`src/rtl/uart_frame_rx.sv`:
```
// uart_frame_rx -- UART receiver that assembles FRAME_BYTES bytes into one
// parallel frame with a valid/ready output and a second output buffer.
//
// Parameters
//   CLKS_PER_BIT  CLK_I cycles per UART bit (>= 8)
//   FRAME_BYTES   bytes per output frame (>= 1)
//   PARITY_EN     1 = a parity bit follows the data bits
//   PARITY_ODD    1 = odd parity, 0 = even (only used when PARITY_EN=1)
//
// Ports
//   CLK_I         clock, rising edge
//   RST_I         asynchronous active-high reset
//   UART_RX_I     asynchronous serial input, idle high
//   RX_READY_I    consumer accepts the frame when high with RX_VALID_O
//   RX_VALID_O    RX_DATA_O holds a complete, unconsumed frame
//   RX_DATA_O     frame, byte k at [8k+7:8k], byte 0 received first
//   FRAME_ERR_O   one-cycle pulse when a stop bit is sampled low
//   PARITY_ERR_O  one-cycle pulse on a parity mismatch
//   OVERRUN_O     one-cycle pulse when a completed frame is dropped
module uart_frame_rx #(
  parameter int CLKS_PER_BIT = 444,
  parameter int FRAME_BYTES  = 12,
  parameter int PARITY_EN    = 0,
  parameter int PARITY_ODD   = 0
) (
  input  logic                     CLK_I,
  input  logic                     RST_I,
  input  logic                     UART_RX_I,
  input  logic                     RX_READY_I,
  output logic                     RX_VALID_O,
  output logic [FRAME_BYTES*8-1:0] RX_DATA_O,
  output logic                     FRAME_ERR_O,
  output logic                     PARITY_ERR_O,
  output logic                     OVERRUN_O
);

  localparam int CW = $clog2(CLKS_PER_BIT);
  localparam int BW = (FRAME_BYTES > 1) ? $clog2(FRAME_BYTES) : 1;
  localparam int DW = FRAME_BYTES * 8;
  localparam int IW = $clog2(DW);

  localparam logic [CW-1:0] HALF_M1   = CW'(CLKS_PER_BIT / 2 - 1);
  localparam logic [CW-1:0] FULL_M1   = CW'(CLKS_PER_BIT - 1);
  localparam logic [BW-1:0] LAST_BYTE = BW'(FRAME_BYTES - 1);
  localparam logic          PAR_EN    = (PARITY_EN != 0);
  localparam logic          PAR_ODD   = (PARITY_ODD != 0);

  typedef enum logic [2:0] {
    S_IDLE,
    S_START,
    S_DATA,
    S_PARITY,
    S_STOP,
    S_WAIT_HIGH
  } state_t;

  state_t          state, state_nxt;
  logic            rx_meta, rx_s;
  logic [CW-1:0]   cnt, cnt_nxt;
  logic [2:0]      bit_idx, bit_nxt;
  logic [BW-1:0]   byte_idx, byte_nxt;
  logic            par_acc, par_nxt;
  logic            perr_pend, perr_pend_nxt;
  logic            bit_wr;
  logic            ferr_set, perr_set;
  logic            frame_done, done_q;
  logic [DW-1:0]   work;
  logic [IW-1:0]   wr_idx;

  assign wr_idx = IW'({byte_idx, bit_idx});

  // Two-flop synchroniser, resets to the idle-high line level.
  always_ff @(posedge CLK_I or posedge RST_I) begin
    if (RST_I) begin
      rx_meta <= 1'b1;
      rx_s    <= 1'b1;
    end else begin
      rx_meta <= UART_RX_I;
      rx_s    <= rx_meta;
    end
  end

  always_ff @(posedge CLK_I or posedge RST_I) begin
    if (RST_I) begin
      state     <= S_IDLE;
      cnt       <= '0;
      bit_idx   <= '0;
      byte_idx  <= '0;
      par_acc   <= 1'b0;
      perr_pend <= 1'b0;
    end else begin
      state     <= state_nxt;
      cnt       <= cnt_nxt;
      bit_idx   <= bit_nxt;
      byte_idx  <= byte_nxt;
      par_acc   <= par_nxt;
      perr_pend <= perr_pend_nxt;
    end
  end

  // After the start bit is confirmed at mid-bit, every later sample falls
  // a full bit period apart, i.e. also at mid-bit.
  always_comb begin
    state_nxt     = state;
    cnt_nxt       = cnt;
    bit_nxt       = bit_idx;
    byte_nxt      = byte_idx;
    par_nxt       = par_acc;
    perr_pend_nxt = perr_pend;
    bit_wr        = 1'b0;
    ferr_set      = 1'b0;
    perr_set      = 1'b0;
    frame_done    = 1'b0;

    case (state)
      S_IDLE: begin
        if (!rx_s) begin
          state_nxt = S_START;
          cnt_nxt   = '0;
        end
      end

      S_START: begin
        if (cnt == HALF_M1) begin
          cnt_nxt = '0;
          if (!rx_s) begin
            state_nxt     = S_DATA;
            bit_nxt       = '0;
            par_nxt       = 1'b0;
            perr_pend_nxt = 1'b0;
          end else begin
            state_nxt = S_IDLE;
          end
        end else begin
          cnt_nxt = cnt + CW'(1);
        end
      end

      S_DATA: begin
        if (cnt == FULL_M1) begin
          cnt_nxt = '0;
          bit_wr  = 1'b1;
          par_nxt = par_acc ^ rx_s;
          if (bit_idx == 3'd7) begin
            state_nxt = PAR_EN ? S_PARITY : S_STOP;
          end else begin
            bit_nxt = bit_idx + 3'd1;
          end
        end else begin
          cnt_nxt = cnt + CW'(1);
        end
      end

      S_PARITY: begin
        if (cnt == FULL_M1) begin
          cnt_nxt   = '0;
          state_nxt = S_STOP;
          if (rx_s != (par_acc ^ PAR_ODD)) begin
            perr_pend_nxt = 1'b1;
          end
        end else begin
          cnt_nxt = cnt + CW'(1);
        end
      end

      S_STOP: begin
        if (cnt == FULL_M1) begin
          cnt_nxt  = '0;
          ferr_set = !rx_s;
          perr_set = perr_pend;
          if (!rx_s || perr_pend) begin
            byte_nxt = '0;
          end else if (byte_idx == LAST_BYTE) begin
            byte_nxt   = '0;
            frame_done = 1'b1;
          end else begin
            byte_nxt = byte_idx + BW'(1);
          end
          // Re-arm at mid-stop so a following start bit is not missed.
          state_nxt = rx_s ? S_IDLE : S_WAIT_HIGH;
        end else begin
          cnt_nxt = cnt + CW'(1);
        end
      end

      S_WAIT_HIGH: begin
        if (rx_s) begin
          state_nxt = S_IDLE;
        end
      end

      default: state_nxt = S_IDLE;
    endcase
  end

  // Working buffer keeps filling while the output buffer is still held.
  always_ff @(posedge CLK_I or posedge RST_I) begin
    if (RST_I) begin
      work <= '0;
    end else if (bit_wr) begin
      work[wr_idx] <= rx_s;
    end
  end

  // Output buffer: a completed frame is taken one cycle after the final
  // stop bit; it is dropped only if the held frame is not consumed that cycle.
  always_ff @(posedge CLK_I or posedge RST_I) begin
    if (RST_I) begin
      done_q       <= 1'b0;
      RX_VALID_O   <= 1'b0;
      RX_DATA_O    <= '0;
      FRAME_ERR_O  <= 1'b0;
      PARITY_ERR_O <= 1'b0;
      OVERRUN_O    <= 1'b0;
    end else begin
      done_q       <= frame_done;
      FRAME_ERR_O  <= ferr_set;
      PARITY_ERR_O <= perr_set;
      OVERRUN_O    <= 1'b0;
      if (done_q) begin
        if (!RX_VALID_O || RX_READY_I) begin
          RX_DATA_O  <= work;
          RX_VALID_O <= 1'b1;
        end else begin
          OVERRUN_O <= 1'b1;
        end
      end else if (RX_VALID_O && RX_READY_I) begin
        RX_VALID_O <= 1'b0;
      end
    end
  end

endmodule

```
`config.mk`:
```
export PLATFORM = sky130hd
export DESIGN_NAME = uart_frame_rx
export DESIGN_NICKNAME = d
export VERILOG_FILES = /design/src/rtl/uart_frame_rx.sv
export SDC_FILE = /design/constraint.sdc
export NUM_CORES = 1
export LEC_CHECK = 0
export BUFFER_PORTS_ARGS = -buffer_cell sky130_fd_sc_hd__buf_2
export CORE_ASPECT_RATIO = 0.9
export CORE_UTILIZATION = 55
export DETAILED_ROUTE_END_ITERATION = 10
export HOLD_SLACK_MARGIN = 0.05
export MAX_ROUTING_LAYER = met4
export PLACE_DENSITY = 0.84
export SKIP_LAST_GASP = 1
export SYNTH_ARGS = -nofsm -noshare
export SYNTH_HDL_FRONTEND = slang
export SYNTH_SLANG_ARGS = --single-unit
```
`constraint.sdc`:
```
create_clock -name CLK_I -period 8.7 [get_ports CLK_I]
set_clock_uncertainty 0.05 [all_clocks]
set_input_delay 0 -clock CLK_I [delete_from_list [all_inputs] [get_ports CLK_I]]
set_output_delay 0 -clock CLK_I [all_outputs]
set_load 0.005 [all_outputs]
```
==> results.py <==
metrics = {
    "outcome": {
        "status": "finished, violations left",
        "violations": "DRC",
    },
    "sta": {
        "worst_pin_slew_ns": 1.014,
        "min_period_over_period": 0.3284,
        "maxSlewHeadroom": 0.3238,
        "slew_violations": 0,
        "fin_tns_setup_ns": 0,
        "period_needed_ns": 2.857,
        "setup_viol": 0,
        "finalHoldViolCount": 0,
        "max_freq_mhz": 350.0,
        "rsz0062_at_grt": "false",
    },
    "setup_path": {
        "worstPathMaxFanout": 24,
        "arrival_ns": 3.15,
        "cp-start-kind": "flip-flop",
        "critPathKind": "flip-flop to flip-flop",
        "required_ns": 9.00,
        "worstSetupEndpointType": "flip-flop",
        "max_stage_delay_ns": 0.83,
        "cp_cell_sequence": "ha_1 -> and4b_1 -> nand4_4 -> o21ai_0 -> o31ai_1",
        "startpoint": "cnt[0]",
        "ff2ff_setup_slack_ns": 5.84,
        "r2r_cells": 5,
        "cpMaxStageDelayCell": "and4b_1",
        "r2r_end": "work[94]",
        "r2r-start": "cnt[0]",
    },
    "floorplanning": {
        "rows": 44,
        "dieWidth_microns": 139.1,
        "pin_count": 104,
        "coreArea_sq_um": 16350,
        "dieArea_sq_um": 17440,
        "start_util": 0.5690,
        "die_y_microns": 125.4,
    },
    "clocking": {
        "numCtsBuffers": 21,
        "cts_tree": "done",
        "cts_setup_buffers": 0,
        "h-tree-depth": 1,
        "cts.sinks": 220,
        "path_clk_slew_ns": 0.06,
        "clockBufferDepth": 3,
        "post_cts_resized": 0,
        "clock_latency_ns": 0.50,
        "cts_root_buf": "clkbuf_16",
    },
    "power_and_ir_drop": {
        "power-per-cell-area_nw_per_um2": 188.9,
        "power_mw": 1.976,
        "ir_worst_vdd_uv": 138.6,
        "leakage_nw": 5.305,
    },
    "yosys": {
        "async_reset_ff_frac": 1.000,
        "synth_warnings": 0,
        "ys_seq_area_frac": 0.5920,
        "ys_ff_latch": 220,
        "syn_nets": 740,
        "synth_edf_count": 0,
        "synth-main-ff-cell": "dfrtp_1",
        "syn_area_per_cell_sq_um": 12.78,
        "synth.distinct_cells": 49,
        "synth_cells": 728,
        "syn_area_sq_um": 9304,
    },
    "place": {
        "gp_congestion": 0.9135,
        "dp.final_hpwl_microns": 11260,
        "portBuffers": 103,
    },
    "worst_hold_path": {
        "whs_endpoint": "rx_meta",
        "holdCritStartpoint": "UART_RX_I",
        "hold_depth": 2,
        "hp-class": "primary input to flip-flop",
    },
    "drt": {
        "firstDrtPassIters": 8,
        "vias": 6105,
        "routed_via_density": 5.985,
        "ant_nets": 0,
        "wire_per_inst_microns": 18.56,
        "drt-total-wl_microns": 18930,
        "drt_iter0_drc": 555,
        "drc_errors": 5,
    },
    "layout": {
        "layout_commonest_cell": "dfrtp_1",
        "nFillCells": 1215,
        "syn_to_final_growth_pct": 12.41,
        "layout_common_cells": "218 x dfrtp_1, 106 x o21ai_0, 103 x buf_2",
        "drive_above_1_share": 0.3198,
        "diodes": 0,
        "final_nets": 810,
    },
    "global_routing": {
        "overflow": 0,
        "grt_max_degree": 140,
        "track_usage": 0.2311,
        "grt_pass1_vias": 5845,
        "antenna_found_initial": 0,
        "grt_pass1_wl_microns": 31270,
    },
    "flow_run": {
        "drv_cap": 0,
    },
}
## flip-flops by register name, indices dropped and copies added, names as in the netlist, 3 cells and up
signal / flops
RX_DATA_O: 96
cnt: 9
byte_idx: 4
work: 96
state: 3
bit_idx: 3
## Yosys cell counts (2+ instances only)
cell type / instances / area (sq um)
or3b_2: 2 / 17.52
or2_2: 2 / 12.51
nand3_1: 5 / 25.02
mux2i_1: 3 / 30.03
dfrtp_1: 218 / 5455
nor3b_1: 5 / 37.54
a22oi_1: 3 / 22.52
buf_1: 6 / 22.52
o21ai_0: 106 / 530.5
dfstp_2: 2 / 52.55
o22ai_1: 3 / 18.77
clkbuf_1: 22 / 82.58
ha_1: 8 / 100.1
inv_1: 7 / 26.28
nor2_1: 11 / 41.29
xnor2_1: 3 / 26.28
buf_2: 11 / 55.05
clkbuf_2: 2 / 10.01
nand4_4: 8 / 170.2
nor2b_1: 4 / 25.02
o21a_1: 3 / 22.52
o2bb2ai_1: 3 / 26.28
mux2_2: 98 / 1104
buf_6: 19 / 214.0
o21ai_1: 2 / 10.01
o211ai_1: 2 / 15.01
o31ai_1: 98 / 735.7
and3b_1: 5 / 43.79
and4b_1: 2 / 20.02
nand2b_1: 3 / 18.77
nand2_1: 32 / 120.1
nor3_1: 10 / 50.05
a21oi_1: 2 / 10.01
nand4_1: 2 / 12.51
buf_4: 2 / 15.01
## layer usage
layer | vias to the layer above | global-route usage | wire (microns)
li1 | 2820 | - | -
met1 | 3079 | 0.3151 | 8663
met2 | 174 | 0.3711 | 9083
met3 | 32 | 0.02758 | 757
met4 | 0 | 0.06013 | 421
met5 | - | - | 0
## worst max path at each step
| stage | end | cells past startpoint |
|---|---|---|
| detailed placement | work[52] | 5 |
| finish | work[94] | 5 |
| CTS | work[94] | 5 |
| global route | work[2] | 5 |
| global placement | state[0] | 5 |
| floorplan | FRAME_ERR_O | 1 |
## cell families (layout without fill, tap and decap cells)
| family | after synthesis | after routing | share of synthesized area |
|---|---|---|---|
| DFF | 220 | 220 | 0.5920 |
| AOI/OAI and AO/OA | 226 | 226 | 0.1534 |
| buffers and inverters | 70 | 155 | 0.04613 |
| and+or+nand+nor | 100 | 100 | 0.07303 |
| xor gates and xnor gates | 3 | 3 | 0.002825 |
| adders and majority gates | 8 | 8 | 0.01076 |
| muxes | 101 | 101 | 0.1218 |
## timing repair
item,CTS,global route
endpoints found under the setup margin,0,0
hold buffers,3,0
endpoints found under the hold margin,139,0
## metrics by stage
| stage | hold slack (ns) | instances | util | instance area, sq um | worst slack (ns) |
|---|---|---|---|---|---|
| detailed placement | 0.05683 | 979 | 0.5943 | 9717 | 5.916 |
| global placement | 0.05680 | 979 | 0.5943 | 9717 | 6.024 |
| global route | 0.1127 | 1020 | 0.6397 | 10460 | 5.605 |
| floorplan | -0.04552 | 728 | - | 9304 | 2.632 |
| CTS | 0.08815 | 1020 | 0.6397 | 10460 | 5.880 |
| finish | 0.1038 | 1020 | 0.6397 | 10460 | 5.843 |
## critical path, delay by kind of cell, from the launching register on
family / cells / cell delay (ns)
adders and majority gates: 1 / 0.25
DFF: 1 / 0.44
AOI/OAI and AO/OA: 2 / 0.52
and+or+nand+nor: 2 / 1.44
## layout make-up
type / instances / area [sq um] / area share
Clock buffer: 32 / 646.9 / 0.06185
Clock inverter: 6 / 65.06 / 0.006221
Inverter: 8 / 37.54 / 0.003589
Multi-Input combinational cell: 438 / 3374 / 0.3226
Sequential cell: 220 / 5508 / 0.5266
Tap cell: 207 / 259.0 / 0.02476
Timing Repair Buffer: 109 / 568.0 / 0.05431
## report_power, final
| group | internal [mW] | switching (mW) |
|---|---|---|
| registers | 1.02 | 0.000722 |
| clock network | 0.544 | 0.378 |
| logic | 0.00268 | 0.0269 |
Power figures use the tool's default switching activity.
